`config.mk`:
```
export PLATFORM = sky130hd
export DESIGN_NAME = kbd_scan_ctrl
export DESIGN_NICKNAME = d
export VERILOG_FILES = /design/src/rtl/kbd_pkg.sv /design/src/rtl/kbd_char_fifo.sv /design/src/rtl/kbd_scan_ctrl.sv
export SDC_FILE = /design/constraint.sdc
export NUM_CORES = 1
export LEC_CHECK = 0
export ABC_AREA = 1
export BUFFER_PORTS_ARGS = -buffer_cell sky130_fd_sc_hd__buf_2
export CORE_ASPECT_RATIO = 0.6
export CORE_UTILIZATION = 64
export CTS_CLUSTER_DIAMETER = 200
export CTS_CLUSTER_SIZE = 28
export DETAILED_ROUTE_END_ITERATION = 8
export PLACE_DENSITY = 0.88
export SLEW_MARGIN = 30
export SYNTH_ARGS = -nofsm -noshare
export SYNTH_HDL_FRONTEND = slang
export SYNTH_SLANG_ARGS = --single-unit
```
`constraint.sdc`:
```
create_clock -name clk -period 3.8 [get_ports clk]
set_input_delay 0.57 -clock clk [delete_from_list [all_inputs] [get_ports clk]]
set_output_delay 0.57 -clock clk [all_outputs]
set_load 0.02 [all_outputs]
```
`src/rtl/kbd_pkg.sv`:
```
// Shared definitions for the PS/2 set-2 keyboard scan path.
// Holds the sequencer states, scancode constants and ASCII case helpers.
package kbd_pkg;

    typedef enum logic [1:0] {
        IDLE    = 2'd0,
        BREAK   = 2'd1,
        EXT     = 2'd2,
        EXT_BRK = 2'd3
    } kbd_state_e;

    localparam logic [7:0] SC_BREAK       = 8'hF0;
    localparam logic [7:0] SC_EXT         = 8'hE0;
    localparam logic [7:0] SC_LSHIFT      = 8'h12;
    localparam logic [7:0] SC_RSHIFT      = 8'h59;
    localparam logic [7:0] SC_BAT         = 8'hAA;
    localparam logic [7:0] SC_ACK         = 8'hFA;
    localparam logic [7:0] SC_RESEND      = 8'hFE;
    localparam logic [7:0] SC_ERR_LO      = 8'h00;
    localparam logic [7:0] SC_ERR_HI      = 8'hFF;
    localparam logic [7:0] ASCII_CASE_OFS = 8'h20;
    localparam logic [7:0] ASCII_UC_FIRST = 8'h41;
    localparam logic [7:0] ASCII_UC_LAST  = 8'h5A;

    function automatic logic is_shift(input logic [7:0] code);
        return (code == SC_LSHIFT) || (code == SC_RSHIFT);
    endfunction

    function automatic logic is_discard(input logic [7:0] code);
        return (code == SC_BAT) || (code == SC_ACK) ||
               (code == SC_RESEND) || (code == SC_ERR_LO) ||
               (code == SC_ERR_HI);
    endfunction

    // The mapper only emits uppercase letters; lowercase is derived here.
    function automatic logic [7:0] apply_case(input logic [7:0] ascii,
                                              input logic       shift);
        if (!shift && ascii >= ASCII_UC_FIRST && ascii <= ASCII_UC_LAST)
            return ascii + ASCII_CASE_OFS;
        return ascii;
    endfunction

endpackage

```
`src/rtl/kbd_char_fifo.sv`:
```
// Show-ahead synchronous character FIFO with wrap-bit pointers.
// A pop on an empty queue is ignored; a push while full needs a same-cycle pop.
module kbd_char_fifo
    import kbd_pkg::*;
#(
    parameter int DEPTH = 8,
    parameter int WIDTH = 8
) (
    input  logic             clk,
    input  logic             reset,
    input  logic             push,
    input  logic [WIDTH-1:0] push_data,
    input  logic             pop,
    output logic [WIDTH-1:0] rd_data,
    output logic             full,
    output logic             empty
);

    localparam int AW = $clog2(DEPTH);

    logic [WIDTH-1:0] mem [DEPTH];
    logic [AW:0]      wptr;
    logic [AW:0]      rptr;
    logic             pop_ok;
    logic             push_ok;

    assign empty   = (wptr == rptr);
    assign full    = (wptr[AW] != rptr[AW]) &&
                     (wptr[AW-1:0] == rptr[AW-1:0]);
    assign pop_ok  = pop && !empty;
    assign push_ok = push && (!full || pop_ok);
    assign rd_data = empty ? '0 : mem[rptr[AW-1:0]];

    always_ff @(posedge clk or posedge reset) begin
        if (reset) begin
            wptr <= '0;
            rptr <= '0;
        end else begin
            if (push_ok) wptr <= wptr + 1'b1;
            if (pop_ok)  rptr <= rptr + 1'b1;
        end
    end

    always_ff @(posedge clk) begin
        if (push_ok) mem[wptr[AW-1:0]] <= push_data;
    end

endmodule

```
`src/rtl/kbd_scan_ctrl.sv`:
```
// Scancode sequencer: prefix tracking, shift state, prefix timeout,
// and queueing of mapped characters for the CPU keyboard register.
module kbd_scan_ctrl
    import kbd_pkg::*;
#(
    parameter int FIFO_DEPTH  = 8,
    parameter int TIMEOUT_CYC = 1_000_000
) (
    input  logic       clk,
    input  logic       reset,
    input  logic       scan_valid,
    input  logic [7:0] scan_code,
    output logic [7:0] map_scan,
    input  logic [7:0] map_ascii,
    output logic [7:0] rd_data,
    output logic       rd_valid,
    input  logic       rd_ack,
    output logic       fifo_full,
    output logic       overflow,
    input  logic       ovf_clear
);

    localparam int CW = (TIMEOUT_CYC > 1) ? $clog2(TIMEOUT_CYC) : 1;
    localparam logic [CW-1:0] TO_LAST = CW'(TIMEOUT_CYC - 1);

    kbd_state_e    state;
    kbd_state_e    next_state;
    logic          shift;
    logic          shift_set;
    logic          shift_clr;
    logic          cand;
    logic          push;
    logic          drop;
    logic          timeout;
    logic          empty;
    logic [CW-1:0] cnt;

    assign map_scan = scan_code;

    always_comb begin
        next_state = state;
        shift_set  = 1'b0;
        shift_clr  = 1'b0;
        cand       = 1'b0;
        if (scan_valid) begin
            unique case (state)
                IDLE: begin
                    if (scan_code == SC_BREAK)     next_state = BREAK;
                    else if (scan_code == SC_EXT)  next_state = EXT;
                    else if (is_shift(scan_code))  shift_set  = 1'b1;
                    else if (!is_discard(scan_code)) cand     = 1'b1;
                end
                BREAK: begin
                    shift_clr  = is_shift(scan_code);
                    next_state = IDLE;
                end
                EXT: begin
                    next_state = (scan_code == SC_BREAK) ? EXT_BRK : IDLE;
                end
                EXT_BRK: next_state = IDLE;
                default: next_state = IDLE;
            endcase
        end
    end

    assign timeout = (state != IDLE) && !scan_valid && (cnt == TO_LAST);
    assign push    = cand && (map_ascii != 8'h00);
    // A pop in the same cycle frees the slot, so only an un-popped full push drops.
    assign drop    = push && fifo_full && !rd_ack;

    always_ff @(posedge clk or posedge reset) begin
        if (reset) begin
            state    <= IDLE;
            shift    <= 1'b0;
            cnt      <= '0;
            overflow <= 1'b0;
        end else begin
            state <= timeout ? IDLE : next_state;
            if (shift_set)      shift <= 1'b1;
            else if (shift_clr) shift <= 1'b0;
            if (scan_valid || state == IDLE || timeout) cnt <= '0;
            else                                        cnt <= cnt + 1'b1;
            if (drop)           overflow <= 1'b1;
            else if (ovf_clear) overflow <= 1'b0;
        end
    end

    kbd_char_fifo #(
        .DEPTH (FIFO_DEPTH),
        .WIDTH (8)
    ) u_fifo (
        .clk       (clk),
        .reset     (reset),
        .push      (push),
        .push_data (apply_case(map_ascii, shift)),
        .pop       (rd_ack),
        .rd_data   (rd_data),
        .full      (fifo_full),
        .empty     (empty)
    );

    assign rd_valid = !empty;

endmodule

```
==> key figures <==
Placement
  • Port Buf Inserts: 39
  • Cell Area, Placed: 5020 um^2
  • DP Wirelength: 7977 um
  • Gpl congestion: 0.8951

GRT
  • Vias in the first global route: 3,592
  • Grt total ovfl: 0
  • Antenna violations before repair: 0
  • Largest net degree at the start of global routing: 36
  • Overall Global Routing Usage: 31.28%
  • Global-route wire length before repair: 18,310 um

Floorplanning
  • Rows: 24
  • Initial core utilization: 66.27%
  • Ports: 40
  • Die Area: 7888 um^2
  • Core area: 7267 um^2
  • Die Height: 69.20 um
  • Die width: 114.0 um

Timing
  • Fin crit share: 83.31%
  • Unrepaired setup endpoints after global routing: no
  • Clock period minus worst slack: 3.166 ns
  • Max-slew violations: 0
  • Final count of hold timing violations: 0
  • Fin Setup TNS: 0 ns
  • Slew @ Worst Pin: 0.8050 ns
  • Skew final: 0.009912 ns
  • Final setup viols: 0
  • Fmax: 0.3159 GHz
  • Hold_ws: 0.2050 ns
  • Worst slew margin: 46.33%

Drt
  • Routed WL per cell: 16.80 um
  • 1st-iter DRT viols: 548
  • Final WL: 11,410 um
  • Vias per inst: 5.784
  • Vias: 3,927
  • Drt pass-1 iters: 7
  • Drt drc: 0
  • Routed Antenna Nets: 0

Logic synthesis
  • Synth unique cells: 29
  • Post-Syn Nets: 566
  • Mapped Cells: 541
  • Netlist Area Pre-Place: 4816 um^2
  • Sequential area share after synthesis: 56.53%
  • FF+latch count, synth: 96
  • Synth warn: 0
  • Syn_area_per_cell: 8.902 um^2

Clock network
  • CTS tree: built
  • Setup bufs post-CTS: 0
  • Sink Count: 96
  • Hold_buf cts: 0
  • CTS root buf: clkbuf_16
  • Clk Latency, worst-skew pair: 0.35 ns
  • PostCTS Resize Cnt: 0
  • TritonCTS buffer count: 9
  • Clk buf depth: 2
  • Clk slew on worst S/H paths: 0.07 ns
  • Htree depth: 3

Hold path
  • Hold Path Class: input pin to async pin

Critical path
  • Startpoint Class: flip-flop
  • Critical Path End Type: primary output
  • Crit path max fanout: 27
  • Critical path class: flip-flop to primary output
  • Worst EP required: 3.23 ns
  • CP arrival: 2.60 ns

Final layout
  • Post-route design area: 5329 um^2
  • Layout cells sized above 1: 12.70%
  • Diode count: 0
  • Post-layout util: 73.33%
  • Area grow syn2layout: 10.65%
  • Nets: 595

Job
  • Maxcap violations: 0

Power
  • Peak VDD IR: 0.4506 mV
  • PwrDens: 677.1 nW/um^2
  • LEAKAGE: 2.191 nW

Status
  • Status: complete, no violations
-- per-layer routing --
metal	up-vias	global-route usage (%)	wire, um	part of all wire, %
met3	32	9.003	1402	12
met2	267	46.40	4977	44
met4	0	9.812	221	1.9
met1	1805	44.98	4805	42
li1	1823	-	-	-
met5	-	0	0	0
-- per-stage QoR --
stage	power, mW	std cells	setup slack [ns]
2_1_floorplan	2.303	541	1.680
3_3_place_gp	2.596	663	1.135
3_5_place_dp	2.638	663	0.9735
4_1_cts	3.584	679	0.7301
5_1_grt	3.790	679	0.4988
6_report	3.608	679	0.6342
-- final timing paths --
check                                from                to  slack, ns  cells past startpoint
min in group clk                ovf_clear          overflow       0.48                      4
setup reg to reg           u_fifo.rptr[1]  u_fifo.mem[4][1]       0.88                      6
setup / recovery           u_fifo.rptr[1]        rd_data[0]       0.63                      7
hold / removal                      reset    u_fifo.wptr[0]       0.21                      2
max in group asynchronous           reset           cnt[19]       2.93                      3
hold reg to reg                  overflow          overflow       0.49                      2
-- sequential cells by signal (all words and copies together) (netlist names) --
signal and flops:
u_fifo.mem 64, cnt 20, u_fifo.rptr 4, u_fifo.wptr 4
state 2, overflow 1, shift 1
-- layout by cell type (no fill, tap or decap) --
master | Yosys | routed
ha_1 | 4 | 4
inv_1 | 55 | 55
nand4_1 | 9 | 9
dfrtp_1 | 32 | 32
bufinv_16 | 0 | 1
nand2_2 | 5 | 5
nand2_1 | 92 | 92
nand3_4 | 1 | 1
nor2_1 | 130 | 130
inv_8 | 0 | 1
xor2_1 | 12 | 12
inv_2 | 3 | 3
edfxtp_1 | 64 | 64
o21ai_0 | 53 | 53
nor3_1 | 14 | 14
xnor2_4 | 1 | 1
a31oi_1 | 9 | 9
a21oi_4 | 1 | 1
xnor2_1 | 2 | 2
o21ai_1 | 1 | 1
o2111ai_1 | 1 | 1
clkbuf_16 | 0 | 9
buf_2 | 4 | 39
nand3_2 | 1 | 1
nor2_2 | 1 | 1
buf_4 | 9 | 3
nor2_4 | 1 | 1
nand3_1 | 23 | 23
inv_6 | 0 | 4
nand3b_1 | 1 | 1
clkinvlp_4 | 0 | 1
nand4_4 | 1 | 1
-- report_power, final --
part / switching (mW) / internal [mW]
Combinational: 0.906 / 0.390
Clock: 0.413 / 0.524
Sequential: 0.135 / 1.24
Total: 1.45 / 2.15
-- worst max-delay path, stage by stage (launching register included) --
cell and delay [ns]:
dfrtp_1 0.86, inv_1 0.36, nand2_1 0.22, a21oi_4 0.10, nand3_4 0.12, o21ai_0 0.10
a31oi_1 0.26, buf_2 0.22
-- synth_stat cells (all sizes together) --
| library cell | n | area share (%) |
|---|---|---|
| nand2 | 97 | 7.8 |
| xnor2 | 3 | 0.94 |
| edfxtp | 64 | 40 |
| nand3b | 1 | 0.16 |
| nor3 | 14 | 1.5 |
| clkbuf | 9 | 0.70 |
| inv | 58 | 4.5 |
| a31oi | 9 | 1.2 |
| xor2 | 12 | 2.2 |
| nand4 | 10 | 1.6 |
| o2111ai | 1 | 0.18 |
| dfrtp | 32 | 17 |
| nor2 | 132 | 10 |
| a21oi | 1 | 0.34 |
| nand3 | 25 | 3.0 |
| ha | 4 | 1.0 |
| o21ai | 54 | 5.6 |
| buf | 15 | 2.3 |
-- final cells by class --
| class | instances | area [um^2] |
|---|---|---|
| clock buffer | 9 | 225.2 |
| clock inverter | 7 | 83.83 |
| fill | 501 | 1938 |
| inverter | 58 | 217.7 |
| multi-input combinational | 363 | 1732 |
| sequential | 96 | 2723 |
| tap | 104 | 130.1 |
| timing repair buffer | 42 | 217.7 |
-- logic make-up (layout without fill, tap and decap cells) --
group / after synthesis / after routing / synth area share (%)
buffers and inverters: 82 / 116 / 7.508
and+or+nand+nor: 279 / 279 / 24.50
DFF: 96 / 96 / 56.53
xor gates and xnor gates: 15 / 15 / 3.118
adders and majority gates: 4 / 4 / 1.039
AOI/OAI and AO/OA: 65 / 65 / 7.300
No activity file was read; power rests on OpenSTA's default activity.
